**config.mk**
```make
export PLATFORM = sky130hd
export DESIGN_NAME = vga_timing_gen
export DESIGN_NICKNAME = d
export VERILOG_FILES = /design/src/rtl/vga_timing_gen.sv
export SDC_FILE = /design/constraint.sdc
export NUM_CORES = 1
export LEC_CHECK = 0
export ABC_AREA = 1
export CORE_MARGIN = 2
export CORE_UTILIZATION = 48
export CTS_CLUSTER_SIZE = 8
export DETAILED_ROUTE_END_ITERATION = 6
export HOLD_SLACK_MARGIN = 0.15
export PLACE_DENSITY = 0.83
export SLEW_MARGIN = 20
export SYNTH_ARGS = -nofsm -noshare
export SYNTH_HDL_FRONTEND = slang
export SYNTH_SLANG_ARGS = --single-unit
```
**constraint.sdc**
```tcl
create_clock -name clk -period 2.6 [get_ports clk]
set_clock_uncertainty 0.2 [all_clocks]
set_input_delay 0.78 -clock clk [delete_from_list [all_inputs] [get_ports clk]]
set_output_delay 0.78 -clock clk [all_outputs]
set_load 0.005 [all_outputs]
```
**src/rtl/vga_timing_gen.sv**
```systemverilog
// vga_timing_gen: free-running horizontal/vertical pixel counters for the VGA
// controller, with combinational sync, blanking, coordinate and strobe decode.
// A line runs sync, back porch, active, front porch, so hcnt==0 is the first
// sync pixel. Only hcnt and vcnt are stored; every other output decodes them
// directly and is cycle-aligned with them.
//
// Optional build macro: VGA_FRAME_CNT_EN
//   Defined   -> adds an 8-bit frame_cnt output that increments on each frame
//                wrap and rolls over 255 -> 0.
//   Undefined -> no frame_cnt port or register.
module vga_timing_gen #(
    parameter int N       = 10,
    parameter int HSYN    = 96,
    parameter int HBP     = 48,
    parameter int HACTIVE = 640,
    parameter int HFP     = 16,
    parameter int VSYN    = 2,
    parameter int VBP     = 33,
    parameter int VACTIVE = 480,
    parameter int VFP     = 10
) (
    input  logic         clk,
    input  logic         rst,
    input  logic         pix_en,
`ifdef VGA_FRAME_CNT_EN
    output logic [7:0]   frame_cnt,
`endif
    output logic [N-1:0] hcnt,
    output logic [N-1:0] vcnt,
    output logic         hsync_n,
    output logic         vsync_n,
    output logic         blank_n,
    output logic [N-1:0] x,
    output logic [N-1:0] y,
    output logic         line_end,
    output logic         frame_start
);

    localparam int HMAX = HSYN + HBP + HACTIVE + HFP;
    localparam int VMAX = VSYN + VBP + VACTIVE + VFP;

    localparam int H_ACT_START = HSYN + HBP;
    localparam int H_ACT_END   = HSYN + HBP + HACTIVE;
    localparam int V_ACT_START = VSYN + VBP;
    localparam int V_ACT_END   = VSYN + VBP + VACTIVE;

    // Active-area end bounds can equal 2**N when the front porch is zero, so
    // the upper-bound compares carry one extra bit to avoid truncating to 0.
    localparam logic [N-1:0] HMAX_M1_C     = N'(HMAX - 1);
    localparam logic [N-1:0] VMAX_M1_C     = N'(VMAX - 1);
    localparam logic [N-1:0] HSYN_C        = N'(HSYN);
    localparam logic [N-1:0] VSYN_C        = N'(VSYN);
    localparam logic [N-1:0] H_ACT_START_C = N'(H_ACT_START);
    localparam logic [N-1:0] V_ACT_START_C = N'(V_ACT_START);
    localparam logic [N:0]   H_ACT_END_C   = (N+1)'(H_ACT_END);
    localparam logic [N:0]   V_ACT_END_C   = (N+1)'(V_ACT_END);

    // Counter width must cover both full periods.
    if (HMAX > 2**N) begin : g_hmax_too_wide
        $error("vga_timing_gen: HMAX exceeds counter range 2**N");
    end
    if (VMAX > 2**N) begin : g_vmax_too_wide
        $error("vga_timing_gen: VMAX exceeds counter range 2**N");
    end

    logic [N-1:0] hcnt_q, hcnt_d;
    logic [N-1:0] vcnt_q, vcnt_d;
    logic         h_last;
    logic         v_last;
    logic         h_active;
    logic         v_active;
    logic         active;

    assign h_last = (hcnt_q == HMAX_M1_C);
    assign v_last = (vcnt_q == VMAX_M1_C);

    // Next-count: advance only on pixel-enable; the vertical count steps when
    // the horizontal count wraps, and both wrap together at the frame end.
    always_comb begin
        hcnt_d = hcnt_q;
        vcnt_d = vcnt_q;
        if (pix_en) begin
            if (h_last) begin
                hcnt_d = '0;
                vcnt_d = v_last ? '0 : vcnt_q + 1'b1;
            end else begin
                hcnt_d = hcnt_q + 1'b1;
            end
        end
    end

    // Counter registers; reset wins over pix_en and abandons the current line.
    always_ff @(posedge clk) begin
        if (rst) begin
            hcnt_q <= '0;
            vcnt_q <= '0;
        end else begin
            hcnt_q <= hcnt_d;
            vcnt_q <= vcnt_d;
        end
    end

    // Sync, blanking and coordinate decode straight from the counters.
    always_comb begin
        h_active = (hcnt_q >= H_ACT_START_C) && ({1'b0, hcnt_q} < H_ACT_END_C);
        v_active = (vcnt_q >= V_ACT_START_C) && ({1'b0, vcnt_q} < V_ACT_END_C);
        active   = h_active && v_active;
        hsync_n  = !(hcnt_q < HSYN_C);
        vsync_n  = !(vcnt_q < VSYN_C);
        blank_n  = active;
        // Coordinates are zeroed outside the active area so consumers never
        // see the wrapped result of subtracting the porch offset.
        x        = active ? (hcnt_q - H_ACT_START_C) : '0;
        y        = active ? (vcnt_q - V_ACT_START_C) : '0;
    end

    // Strobes are level decodes of the counters and stay high while the
    // counters hold, so downstream logic must qualify them with pix_en.
    always_comb begin
        line_end    = h_last;
        frame_start = (hcnt_q == '0) && (vcnt_q == '0);
    end

    assign hcnt = hcnt_q;
    assign vcnt = vcnt_q;

`ifdef VGA_FRAME_CNT_EN
    logic [7:0] frame_cnt_q, frame_cnt_d;
    logic       frame_wrap;

    assign frame_wrap = pix_en && h_last && v_last;

    // Frame counter next value: bump on the edge that wraps both counters.
    always_comb begin
        frame_cnt_d = frame_cnt_q;
        if (frame_wrap) begin
            frame_cnt_d = frame_cnt_q + 8'd1;
        end
    end

    // Frame counter register, cleared by reset like the pixel counters.
    always_ff @(posedge clk) begin
        if (rst) begin
            frame_cnt_q <= 8'd0;
        end else begin
            frame_cnt_q <= frame_cnt_d;
        end
    end

    assign frame_cnt = frame_cnt_q;
`endif

endmodule

```
Yosys cells after proc, flatten, opt, wreduce, memory -nomap -nowiden --
Index checks and enable logic that the tools add are counted.
Word-level totals: flip-flop bits (word level) 20, word-level logic and storage cells 27
Operators by class: $add $sub $neg 4, multiplexer cells 4, equal/unequal tests 2, $lt $le $gt $ge 6, reductions and logical operators 9
Operators with widths (count):
- $mux 10 | 4
- $add 10x1->10 const B | 2
- $eq 10x10->1 const B | 2
- $logic_not 10->1 | 2
- $lt 10x10->1 const B | 2
- $ge 10x6->1 const B | 1
- $ge 10x8->1 const B | 1
- $lt 10x2->1 const B | 1
- $lt 10x7->1 const B | 1
- $sub 10x6->10 const B | 1
- $sub 10x8->10 const B | 1
- $logic_and 1x1->1 | 4
- $logic_not 1->1 | 2
- $reduce_and 2->1 | 1

Logic depth before layout (Yosys ltp) --
word-level depth 4, gate-level depth with buffers 10, depth with buffers taken out 10

Worst setup path after synthesis --
No wires, ideal clock.
kind reg2out, start reg hcnt_q[4], in the netlist hcnt[4], end out x[1], slack 0.151 ns, buffers on the path 1, stages on the path, launching flop included 11, required time 1.620 ns, arrival time 1.469 ns, cell sequence dfxtp_1 > inv_1 > ha_1 > nand2_1 > nand2_1 > nand2_1 > nor2_1 > nor2_2 > nand3_2 > buf_6 > nor2_2
On the way: word-level cells in the longest chain between the ends 4, elaborated cells between the ends (all ways) 5, those cells by class 2 x order compare; 1 x mux; 2 x reduce/logical
Ends and longest elaborated chain:
- from (decl) | line 66 | logic [N-1:0] hcnt_q, hcnt_d;
- from (signal assigned) | line 98 | hcnt_q <= hcnt_d;
- $ge 10x8->1 or $lt 10x10->1 (tied branches) | line 105 | h_active = (hcnt_q >= H_ACT_START_C) && ({1'b0, hcnt_q} < H_ACT_END_C);
- $logic_and 1x1->1 (*) | line 105
- $logic_and 1x1->1 (*) | line 107 | active = h_active && v_active;
- $mux 10 (*) | line 113 | x = active ? (hcnt_q - H_ACT_START_C) : '0;
- to (decl) | line 33 | output logic [N-1:0] x,
Mark *: on every way between the ends. The rest lies on a longest branch, timed or not.

Final worst setup path --
start reg vcnt_q[1], in the netlist vcnt[1], end out x[6]
On the way: word-level cells in the longest chain between the ends 4, elaborated cells between the ends (all ways) 5, those cells by class 2 x order compare; 1 x mux; 2 x reduce/logical
Ends and longest elaborated chain:
- from (decl) | line 67 | logic [N-1:0] vcnt_q, vcnt_d;
- from (signal assigned) | line 99 | vcnt_q <= vcnt_d;
- $ge 10x6->1 or $lt 10x10->1 (tied branches) | line 106 | v_active = (vcnt_q >= V_ACT_START_C) && ({1'b0, vcnt_q} < V_ACT_END_C);
- $logic_and 1x1->1 (*) | line 106
- $logic_and 1x1->1 (*) | line 107
- $mux 10 (*) | line 113
Marks and branches as above.

==> run metrics <==
status complete, but fails checks; failing checks setup timing; worst skew pair latency approximately 0.32 ns; Vias about 2.6k; commonest cells after routing, fill and taps aside buf_4 (70), nand2_1 (62), inv_1 (35); Post-Route WL ~8500 um; DRT Pass-1 Iters 6; CTS Hold Bufs 0; hpwl dp roughly 4600 um; Fillers 155; Root Buffer clkbuf_4; CTS Buf Count 3; commonest non-fill, non-tap cell in the layout buf_4; Storage cell area between 400 and 500 um^2; vias per inst 5.811; Synth area leader dfxtp_1; post-route insts no fill ~450; Worst EP required 1.62 ns; routability cong. around 0.94; drt drc 0; CTS clk-pin slew, worst paths approximately 0.13 ns; worst-path maximum fanout 5; post-synthesis compound-gate area fraction roughly 4.5%; synth-to-layout area growth 74.98%; GR Overflow Total 0; share of synthesized cell area in and, or, nand and nor gates 45.35%; crit path DAT roughly 2 ns; top post-synthesis cells by area dfxtp_1 (23%), nand2_1 (15%), inv_1 (9.3%), nor2_2 (7.9%), nor2_1 (7.6%); Reg2Reg Setup Slack ~0.5 ns; Post-Syn Area about 1700 um^2; worst reg2reg path endpoint vcnt[1]; adder-cell share of the synthesized area 5.768%; Layout Nets 420; dominant synthesized flop cell dfxtp_1; Rows 21; initial antenna violation count 0; share of the synthesized area in the top cell type 23.07%; largest family of logic cells by synthesized area simple AND/OR/NAND/NOR gates; initial core utilization about 51%; yosys warns 0; total core area 3416 um^2; xor-xnor portion of the synthesized cell area between 7 and 8%; H-Tree Depth 1; Clock Path Buffers 2; placed cells about 430; top-level port count 48; Worst Hold Depth 2; Die Width ~64 um; DRT iter0 DRCs slightly above 400; worst setup path end x[6]; Cell variety after synth 23; Setup Viol. Count Final 24; worst setup margin -0.3868 ns; Avg Inst Size Synth just over 6 um^2; mux contribution to synthesized area 0%; final core utilization 88.90%; mean routed wirelength per cell 18.74 um; register area share after synthesis a little under a quarter; Final Hold Fails 0; Worst VDD drop between 0.2 and 0.25 mV; die area 4113 um^2; Hold Path Class flop to flop; final clock period utilization by the worst path 114.9%; multi-input logic area around 1300 um^2; CTS tree yes; share of cells above drive strength 1 approximately 47%; fin crit period 2.987 ns; Syn Inst Count roughly 280; r2r worst-path depth 11; final sum of negative setup slack -5.696 ns; #FFs+latches synth 20; R2R Path Start hcnt[5]; port bufs 47; Antenna Nets Post-Route 0; EDFF count, synth 0; max-slew violations 0; largest net degree at the start of global routing 12; measured slew at the worst slew-check pin between 0.5 and 0.6 ns; Slew headroom about 65%; first-pass GRT wire length ~11000 um; # diodes 0; total of max-cap violations 0; vias in the first global route approximately 2.5k; Crit. End Element output pin; pwr dens 205.0 nW/um^2; leakage power between 0.0015 and 0.002 uW; Setup CP Type flop to output pin; clk sink count 20; crit start category flop; Pwr Total roughly 620 uW; RSZ-0062 raised after global routing true; fmax approximately 0.33 GHz; post-synthesis async set-or-reset flop share 0%; overall routing resource usage between 30% and 40%; Die H 64.13 um; Syn Nets a little under 300; CP startpoint vcnt[1]
## layer usage
layer | track usage, % | vias to the layer above | routed length (um)
met3 | 5.282 | 87 | 898
met2 | 61.46 | 227 | 3938
met5 | 0 | - | 0
met4 | 22.61 | 0 | 694
met1 | 39.91 | 1199 | 2975
li1 | - | 1125 | -
## how the worst min path moves through the flow
stage	from	end
after CTS	vcnt[7]	vcnt[7]
after global routing	vcnt[7]	vcnt[7]
final	vcnt[7]	vcnt[7]
after detailed placement	vcnt[7]	vcnt[7]
after global placement	vcnt[7]	vcnt[7]
after floorplan	vcnt[1]	vcnt[1]
## final cells by class
type | count | share of cell area [%]
multi-input cells | 206 | 43.14
inverters | 49 | 6.222
well taps | 46 | 1.895
repair buffers | 129 | 33.87
flip-flops and latches | 20 | 13.68
clock buffers | 4 | 1.195
## power breakdown
group / internal (uW) / leakage [uW] / switching [uW]
clock: 85.6 / 0.0000210 / 113
sequential: 311 / 0.000167 / 3.24
combinational: 51.7 / 0.00141 / 58.1
total: 448 / 0.00159 / 175
## cell families after synthesis
logic type,after synthesis
adders and majority gates,8
AOI/OAI and AO/OA,15
DFF,20
and+or+nand+nor,169
buffers and inverters,56
xor gates and xnor gates,14
## critical path, cell delays in order (launching register included)
cell and delay, ns:
dfxtp_2 0.37, ha_2 0.20, inv_1 0.07, nand3_1 0.10
nand2_1 0.12, nand2_1 0.16, nand3_4 0.13, buf_6 0.16
buf_6 0.12, nor2_4 0.13, buf_2 0.13
## Yosys cell counts (4+ instances only)
cell type and instances:
ha_1 8, xor2_1 12, nand3_1 22, buf_6 4, nor3_1 4, a21oi_1 10
inv_1 43, nor2_1 35, dfxtp_1 20, inv_2 6, nand2_1 69, nor2_2 22
nand4_1 8
## flip-flops by register name, summed over array words and instances, names as in the netlist
signal  flops
hcnt       10
vcnt       10
## metrics by stage
step / setup slack (ns) / hold WS [ns] / instance area (um^2)
after floorplan: 0.1515 / 0.3145 / 1735
after global placement: -0.1596 / 0.3090 / 2696
after detailed placement: -0.2821 / 0.3310 / 2696
after CTS: -0.2239 / 0.3488 / 2910
after global routing: -0.4528 / 0.3552 / 3037
final: -0.3868 / 0.3417 / 3037
## repair_timing
item,4_1_cts,5_1_grt
endpoints found under the setup margin,23,24
buffers inserted,15,3
resized for setup,131,36
endpoints found under the hold margin,0,0
pin swaps,12,11
Note: power is estimated with default switching activity, not from simulation.
